`config.mk`:
```
export PLATFORM = sky130hd
export DESIGN_NAME = control_reg_driver
export DESIGN_NICKNAME = d
export VERILOG_FILES = /design/src/rtl/control_reg_driver.sv
export SDC_FILE = /design/constraint.sdc
export NUM_CORES = 1
export LEC_CHECK = 0
export ABC_CLOCK_PERIOD_IN_PS = 800
export CORE_MARGIN = 4
export CORE_UTILIZATION = 27
export DETAILED_ROUTE_END_ITERATION = 8
export PLACE_DENSITY_LB_ADDON = 0.25
export SYNTH_ARGS = -nofsm -noshare
export SYNTH_HDL_FRONTEND = slang
export SYNTH_SLANG_ARGS = --single-unit
export TNS_END_PERCENT = 50
```
`constraint.sdc`:
```
create_clock -name clock -period 0.8 [get_ports clock]
set_input_delay 0.16 -clock clock [delete_from_list [all_inputs] [get_ports clock]]
set_output_delay 0.16 -clock clock [all_outputs]
set_load 0.01 [all_outputs]
```
`src/rtl/control_reg_driver.sv`:
```
// CPU-writable control register: level-mode bits latch write data, pulse-mode bits fire a
// shared PulseWidth-clock pulse. Define CTRLREG_READBACK_EN to enable acked reads of control_bus.
module control_reg_driver #(
    parameter int         NumOutputs = 8,
    parameter logic [7:0] PulseMask  = 8'h00,
    parameter int         PulseWidth = 1,
    parameter logic [7:0] InitValue  = 8'h00
) (
    input  logic       clock,
    input  logic       reset,
    input  logic       bus_wr,
    input  logic       bus_rd,
    input  logic [7:0] bus_wdata,
    output logic [7:0] bus_rdata,
    output logic       bus_ack,
    output logic [7:0] control_bus,
    output logic       control_0,
    output logic       control_1,
    output logic       control_2,
    output logic       control_3,
    output logic       control_4,
    output logic       control_5,
    output logic       control_6,
    output logic       control_7
);
    localparam logic [7:0] AM  = 8'((9'd1 << NumOutputs) - 9'd1);
    localparam logic [7:0] PM  = PulseMask & AM;
    localparam logic [7:0] LM  = ~PulseMask & AM;
    localparam logic [4:0] PW5 = 5'(PulseWidth);

    typedef enum logic {IDLE, PULSE} state_t;

    state_t     state_q, state_d;
    logic [4:0] cnt_q, cnt_d;
    logic [7:0] pset_q, pset_d;
    logic [7:0] level_q, level_d;
    logic       ack_q;
    logic       rd_acc;
    logic [7:0] new_pulse;
    logic       trig;

    assign new_pulse = bus_wdata & PM;
    assign trig      = bus_wr & (|new_pulse);

    always_comb begin
        state_d = state_q;
        cnt_d   = cnt_q;
        pset_d  = pset_q;
        level_d = bus_wr ? (bus_wdata & LM) : level_q;
        case (state_q)
            IDLE: begin
                if (trig) begin
                    state_d = PULSE;
                    cnt_d   = PW5;
                    pset_d  = new_pulse;
                end
            end
            PULSE: begin
                // A retrigger extends every active pulse bit so they all end together
                if (trig) begin
                    cnt_d  = PW5;
                    pset_d = pset_q | new_pulse;
                end else if (cnt_q <= 5'd1) begin
                    state_d = IDLE;
                    pset_d  = 8'h00;
                end else begin
                    cnt_d = cnt_q - 5'd1;
                end
            end
            default: begin
                state_d = IDLE;
                pset_d  = 8'h00;
            end
        endcase
    end

    always_ff @(posedge clock) begin
        if (reset) begin
            state_q <= IDLE;
            cnt_q   <= 5'd0;
            pset_q  <= 8'h00;
            level_q <= InitValue & LM;
            ack_q   <= 1'b0;
        end else begin
            state_q <= state_d;
            cnt_q   <= cnt_d;
            pset_q  <= pset_d;
            level_q <= level_d;
            ack_q   <= bus_wr | rd_acc;
        end
    end

    assign control_bus = level_q | pset_q;
    assign bus_ack     = ack_q;

`ifdef CTRLREG_READBACK_EN
    logic [7:0] rdata_q;

    // A read coinciding with a write is dropped; the write's ack covers both
    assign rd_acc = bus_rd & ~bus_wr;

    always_ff @(posedge clock) begin
        if (reset) rdata_q <= 8'h00;
        else       rdata_q <= rd_acc ? control_bus : 8'h00;
    end

    assign bus_rdata = rdata_q;
`else
    logic unused_rd;

    assign unused_rd = bus_rd;
    assign rd_acc    = 1'b0;
    assign bus_rdata = 8'h00;
`endif

    assign control_0 = control_bus[0];
    assign control_1 = control_bus[1];
    assign control_2 = control_bus[2];
    assign control_3 = control_bus[3];
    assign control_4 = control_bus[4];
    assign control_5 = control_bus[5];
    assign control_6 = control_bus[6];
    assign control_7 = control_bus[7];
endmodule

```
==> results of run 1 <==
power breakdown:
part	switching [W]	internal, W
clock	0.000160	0.000184
combinational	0.0000983	0.000147
sequential	0.0000194	0.000478
sequential cells by signal (all words and copies together) (netlist names):
register and flops:
level_q 8, bus_ack 1
logic make-up after synthesis:
family | share of synthesized area
buffers and inverters | 0.312
flip-flops | 0.413
multiplexers | 0.183
other | 0.00859
AND/OR/NAND/NOR | 0.0831
stage by stage:
stage / setup slack [ps] / instances
final: -84.1 / 85
after global routing: -120 / 85
after CTS: -93.3 / 85
after detailed placement: -374 / 80
after global placement: -350 / 80
after floorplan: 134 / 52
routing by layer:
metal | vias up | GRT usage | routed length, um | share of wire
met5 | - | 0 | 0 | 0
met4 | 0 | 0.0484 | 0 | 0
met3 | 0 | 0.0517 | 119 | 0.13
met2 | 20 | 0.117 | 403 | 0.45
met1 | 139 | 0.100 | 378 | 0.42
li1 | 165 | - | - | -
how the worst min path moves through the flow:
stage	end	slack (ps)	cells past startpoint
2_1_floorplan	level_q[0]	310	2
3_3_place_gp	level_q[1]	510	2
3_5_place_dp	level_q[4]	520	2
4_1_cts	level_q[2]	470	4
5_1_grt	level_q[2]	340	4
6_report	level_q[2]	320	4
what timing repair did:
item,in CTS,in global routing
endpoints found under the hold margin,0,0
gates resized for setup,77,8
gates cloned,1,0
endpoints found under the setup margin,25,20
synth_stat cells:
cell type / number / area (sq um)
clkbuf_2: 1 / 5.00
dfxtp_1: 9 / 180
buf_4: 16 / 120
nor2_1: 8 / 30.0
buf_6: 1 / 11.3
conb_1: 1 / 3.75
mux2i_1: 8 / 80.1
nor2b_1: 1 / 6.26
final cells by class:
type	instances	area (sq um)
fill	153	858
clock inverter	1	5.00
clock buffer	3	22.5
multi-input combinational	25	146
sequential	9	193
tap	16	20.0
timing repair buffer	31	279
==> flow_metrics.tcl, run 1 <==
set metrics [dict create \
    synth_seq_area_share 0.413 \
    timing.final.crit_share 1.11 \
    clkTransAtPathRegs_ps 60 \
    drt-wirelength-per-cell_um 10.6 \
    grt-ovfl-total 0 \
    die_area_sq_um 2320 \
    first_pass_iters 4 \
    synth.cell_area_sq_um 437 \
    finalSetupTns_ps -1250 \
    reg2reg_from "level_q[7]" \
    yosysWarnings 0 \
    gp_congestion 0.576 \
    layout_common_cells "buf_2, clkdlybuf4s50_1, mux2i_1, nor2_1, conb_1" \
    max_clock_freq_ghz 1.13 \
    die_x_um 48.2 \
    final_common_cell "buf_2" \
    critPathRequiredTime_ps 640 \
    setup.worst_path.start_class "flop" \
    worstReg2RegEnd "level_q[7]" \
    nets 82 \
    numPortBuffers 27 \
    cts_max_level 1 \
    cp-endpoint "control_7" \
    post_dp_cell_area_sq_um 652 \
    rrSetupSlack_ps 150 \
    skew_ps 0 \
    track_usage 0.0849 \
    clk_path_buf_depth 2 \
    vias 324 \
    path_buf_inv 1 \
    area_growth_pct 52.4 \
    synth_seq_cells 9 \
    synth.distinct_cells 8 \
    cts_hold_buf 0 \
    path_cells "buf_6" \
    cts_tree "done" \
    antenna_cells 0 \
    synthCells 45 \
    first_global_vias 300 \
    cp_slowest_stage_delay_ps 350 \
    total_leakage_power_nw 0.354 \
    end_kind "output pin" \
    p_total_w 0.00109 \
    power-per-cell-area_nw_per_um2 1630 \
    hold_viol_final 0 \
    final_max_slew_viol_count 0 \
    num_io_pins 37 \
    rows 14 \
    fin_util 0.437 \
    cts-root-buf "clkbuf_4" \
    rsz0062_at_grt "true" \
    whs_ps 317 \
    reg2reg_depth 2 \
    cts_buffers 3 \
    postLayoutCellArea_sq_um 666 \
    outcome "complete, but fails checks" \
    critPathLaunch "level_q[7]" \
    antenna_found_initial 0 \
    drive_gt1_frac 0.493 \
    cts.sinks 9 \
    min_period_ps 884 \
    core_sq_um 1520 \
    hold_class "input port to flop" \
    dieHeight_um 48.2 \
    wl_um 901 \
    hp-start "bus_wr" \
    critical_path_class "flop to output pin" \
    critPathTopFamily "flip-flops" \
    critical_path_cell_count 1 \
    place_hpwl_um 678 \
    arrival_ps 720 \
    drtAntennaViolNets 0 \
    layout_setup_ws_ps -84.1 \
    ir_drop_uv 943 \
    drc 0 \
    start_util 0.287 \
    post-cts-setup-buffer-count 0 \
    slowest_stage "dfxtp_4" \
    grt_max_degree 7 \
    crit_fanout 3 \
    via_per_inst 3.81 \
    syn_avg_cell_area_sq_um 9.70 \
    drt_iter0_drc 3 \
    maxCapViolations 0 \
    violations "setup timing" \
    insertion_delay_ps 250 \
    grt_pass1_wl_um 1310 \
    setup-violations-final 17 \
]
No activity file was read; power rests on OpenSTA's default activity.
==> run 2: changes to the inputs <==
Settings changed: ABC_CLOCK_PERIOD_IN_PS 800 to 900, CORE_UTILIZATION 27 to 30.
Clock period 0.8 ns to 0.9 ns, I/O delays scaled along.
==> flow_metrics.tcl, run 2 (synthesized netlist as in run 1, its figures left out) <==
set metrics [dict create \
    die_area_sq_um 2130 \
    drc 0 \
    outcome "complete, but fails checks" \
    hold_class "input port to flop" \
    drive_gt1_frac 0.464 \
    timing.final.crit_share 1.00 \
    largest_register_ffs 8 \
    drt-wirelength-per-cell_um 10.2 \
    rsz0062_at_grt "true" \
    insertion_delay_ps 260 \
    top_register "level_q" \
    antenna_cells 0 \
    dp_cells 80 \
    hold_depth 3 \
    cp_slowest_stage_delay_ps 340 \
    dieHeight_um 46.2 \
    via_per_inst 3.88 \
    hold_viol_final 0 \
    reg2reg_depth 3 \
    cts_max_level 1 \
    final_common_cell "buf_6" \
    power-per-cell-area_nw_per_um2 1410 \
    ir_drop_uv 647 \
    cts_tree "done" \
    clkPwrFrac 0.309 \
    path_buf_inv 1 \
    fillerInstances 133 \
    cts-root-buf "clkbuf_4" \
    critical_path_class "flop to output pin" \
    postLayoutCellArea_sq_um 692 \
    power_frac_seq 0.458 \
    max_clock_freq_ghz 1.11 \
    p_sw_frac 0.246 \
    min_to "bus_ack" \
    cts_buffers 3 \
    maxCapViolations 0 \
    grt_max_degree 10 \
    nets 82 \
    die_x_um 46.2 \
    crit_fanout 3 \
    area_growth_pct 58.5 \
    start_util 0.327 \
    layout_setup_ws_ps -1.53 \
    setup.worst_path.start_class "flop" \
    p_sw_w 0.000241 \
    setup-violations-final 1 \
    grt-ovfl-total 0 \
    drt_iter0_drc 1 \
    wl_um 857 \
    track_usage 0.0825 \
    gp_congestion 0.576 \
    multiInputGateArea_sq_um 146 \
    critPathRequiredTime_ps 720 \
    drtAntennaViolNets 0 \
    post_dp_cell_area_sq_um 658 \
    total_leakage_power_nw 0.347 \
    grt_pass1_wl_um 1190 \
    rows 13 \
    min_period_ps 902 \
    vias 326 \
    rrSetupSlack_ps 170 \
    core_sq_um 1330 \
    final_max_slew_viol_count 0 \
    cts.sinks 9 \
    end_kind "output pin" \
    reg2reg_from "level_q[0]" \
    clk_path_buf_depth 2 \
    internal_power_w 0.000736 \
    numPortBuffers 27 \
    num_io_pins 37 \
    seq_area_sq_um 193 \
    cts_hold_buf 0 \
    first_global_vias 296 \
    violations "setup timing" \
    fin_cells 84 \
    first_pass_iters 2 \
    antenna_found_initial 0 \
    worstReg2RegEnd "level_q[0]" \
    skew_ps 0 \
    hp-start "bus_wr" \
    layout_common_cells "buf_6, clkdlybuf4s50_1, mux2i_1, nor2_1, conb_1" \
    pwr-share-comb 0.233 \
    clkTransAtPathRegs_ps 60 \
    slowest_stage "dfxtp_2" \
    arrival_ps 720 \
    path_cells "buf_2" \
    critPathTopFamily "flip-flops" \
]
==> run 2: cell types whose count changed in the layout (fill, tap and decap cells not counted), sizes merged <==
cell	delta
bufbuf	-1
buf	+1
clkinv	-1
dlygate4sd2	+1
==> run 2: what timing repair did <==
item	CTS	global route
setup endpoints to repair	22	17
setup buffers	0	0
resized for setup	87	4
==> run 2: worst register-to-register path, delay by kind of cell, from the launching register on <==
| family | cells | cell delay [ps] |
|---|---|---|
| flip-flops | 1 | 330 |
| buffers and inverters | 1 | 120 |
| multiplexers | 1 | 120 |
| AND/OR/NAND/NOR | 1 | 50 |
==> run 2: worst max-delay path by stage <==
stage / startpoint / endpoint / slack, ps / depth (start not counted)
after detailed placement: bus_wr / level_q[1] / -290 / 4
final: level_q[7] / control_7 / -2 / 1
after CTS: level_q[2] / control_bus[2] / -8 / 1
after global routing: level_q[1] / control_bus[1] / -30 / 1
after floorplan: level_q[0] / control_bus[0] / 210 / 1
after global placement: bus_wr / level_q[1] / -280 / 4
==> run 2: metrics by stage <==
step / utilization / TNS, ps / total power, W / worst slack [ps] / hold slack [ps]
after global placement: 0.493 / -4790 / 0.000680 / -278 / 501
after global routing: 0.519 / -435 / 0.00104 / -33.1 / 454
after floorplan: - / 0 / 0.000584 / 214 / 327
after CTS: 0.503 / -59.9 / 0.000985 / -7.55 / 456
final: 0.519 / -1.53 / 0.000977 / -1.53 / 455
after detailed placement: 0.493 / -4980 / 0.000683 / -292 / 515
==> run 2: power groups by stage <==
stage	clock network, W	registers (W)	logic, W
floorplan	0	0.000457	0.000127
global placement	0	0.000446	0.000234
detailed placement	0	0.000447	0.000236
CTS	0.000315	0.000448	0.000222
global route	0.000344	0.000451	0.000244
finish	0.000302	0.000447	0.000228
==> run 2: area by class of cell <==
type / count / area share
timing repair buffer: 31 / 0.445
clock buffer: 4 / 0.0380
multi-input combinational: 25 / 0.212
tap: 15 / 0.0271
sequential: 9 / 0.278
==> run 2: routing by layer <==
| metal | share of wire | wire [um] | vias up | global-route usage |
|---|---|---|---|---|
| met5 | 0 | 0 | - | 0 |
| met4 | 0.023 | 20 | 0 | 0.0682 |
| met3 | 0.14 | 119 | 2 | 0.0352 |
| met2 | 0.50 | 425 | 21 | 0.126 |
| met1 | 0.34 | 292 | 138 | 0.0862 |
| li1 | - | - | 165 | - |
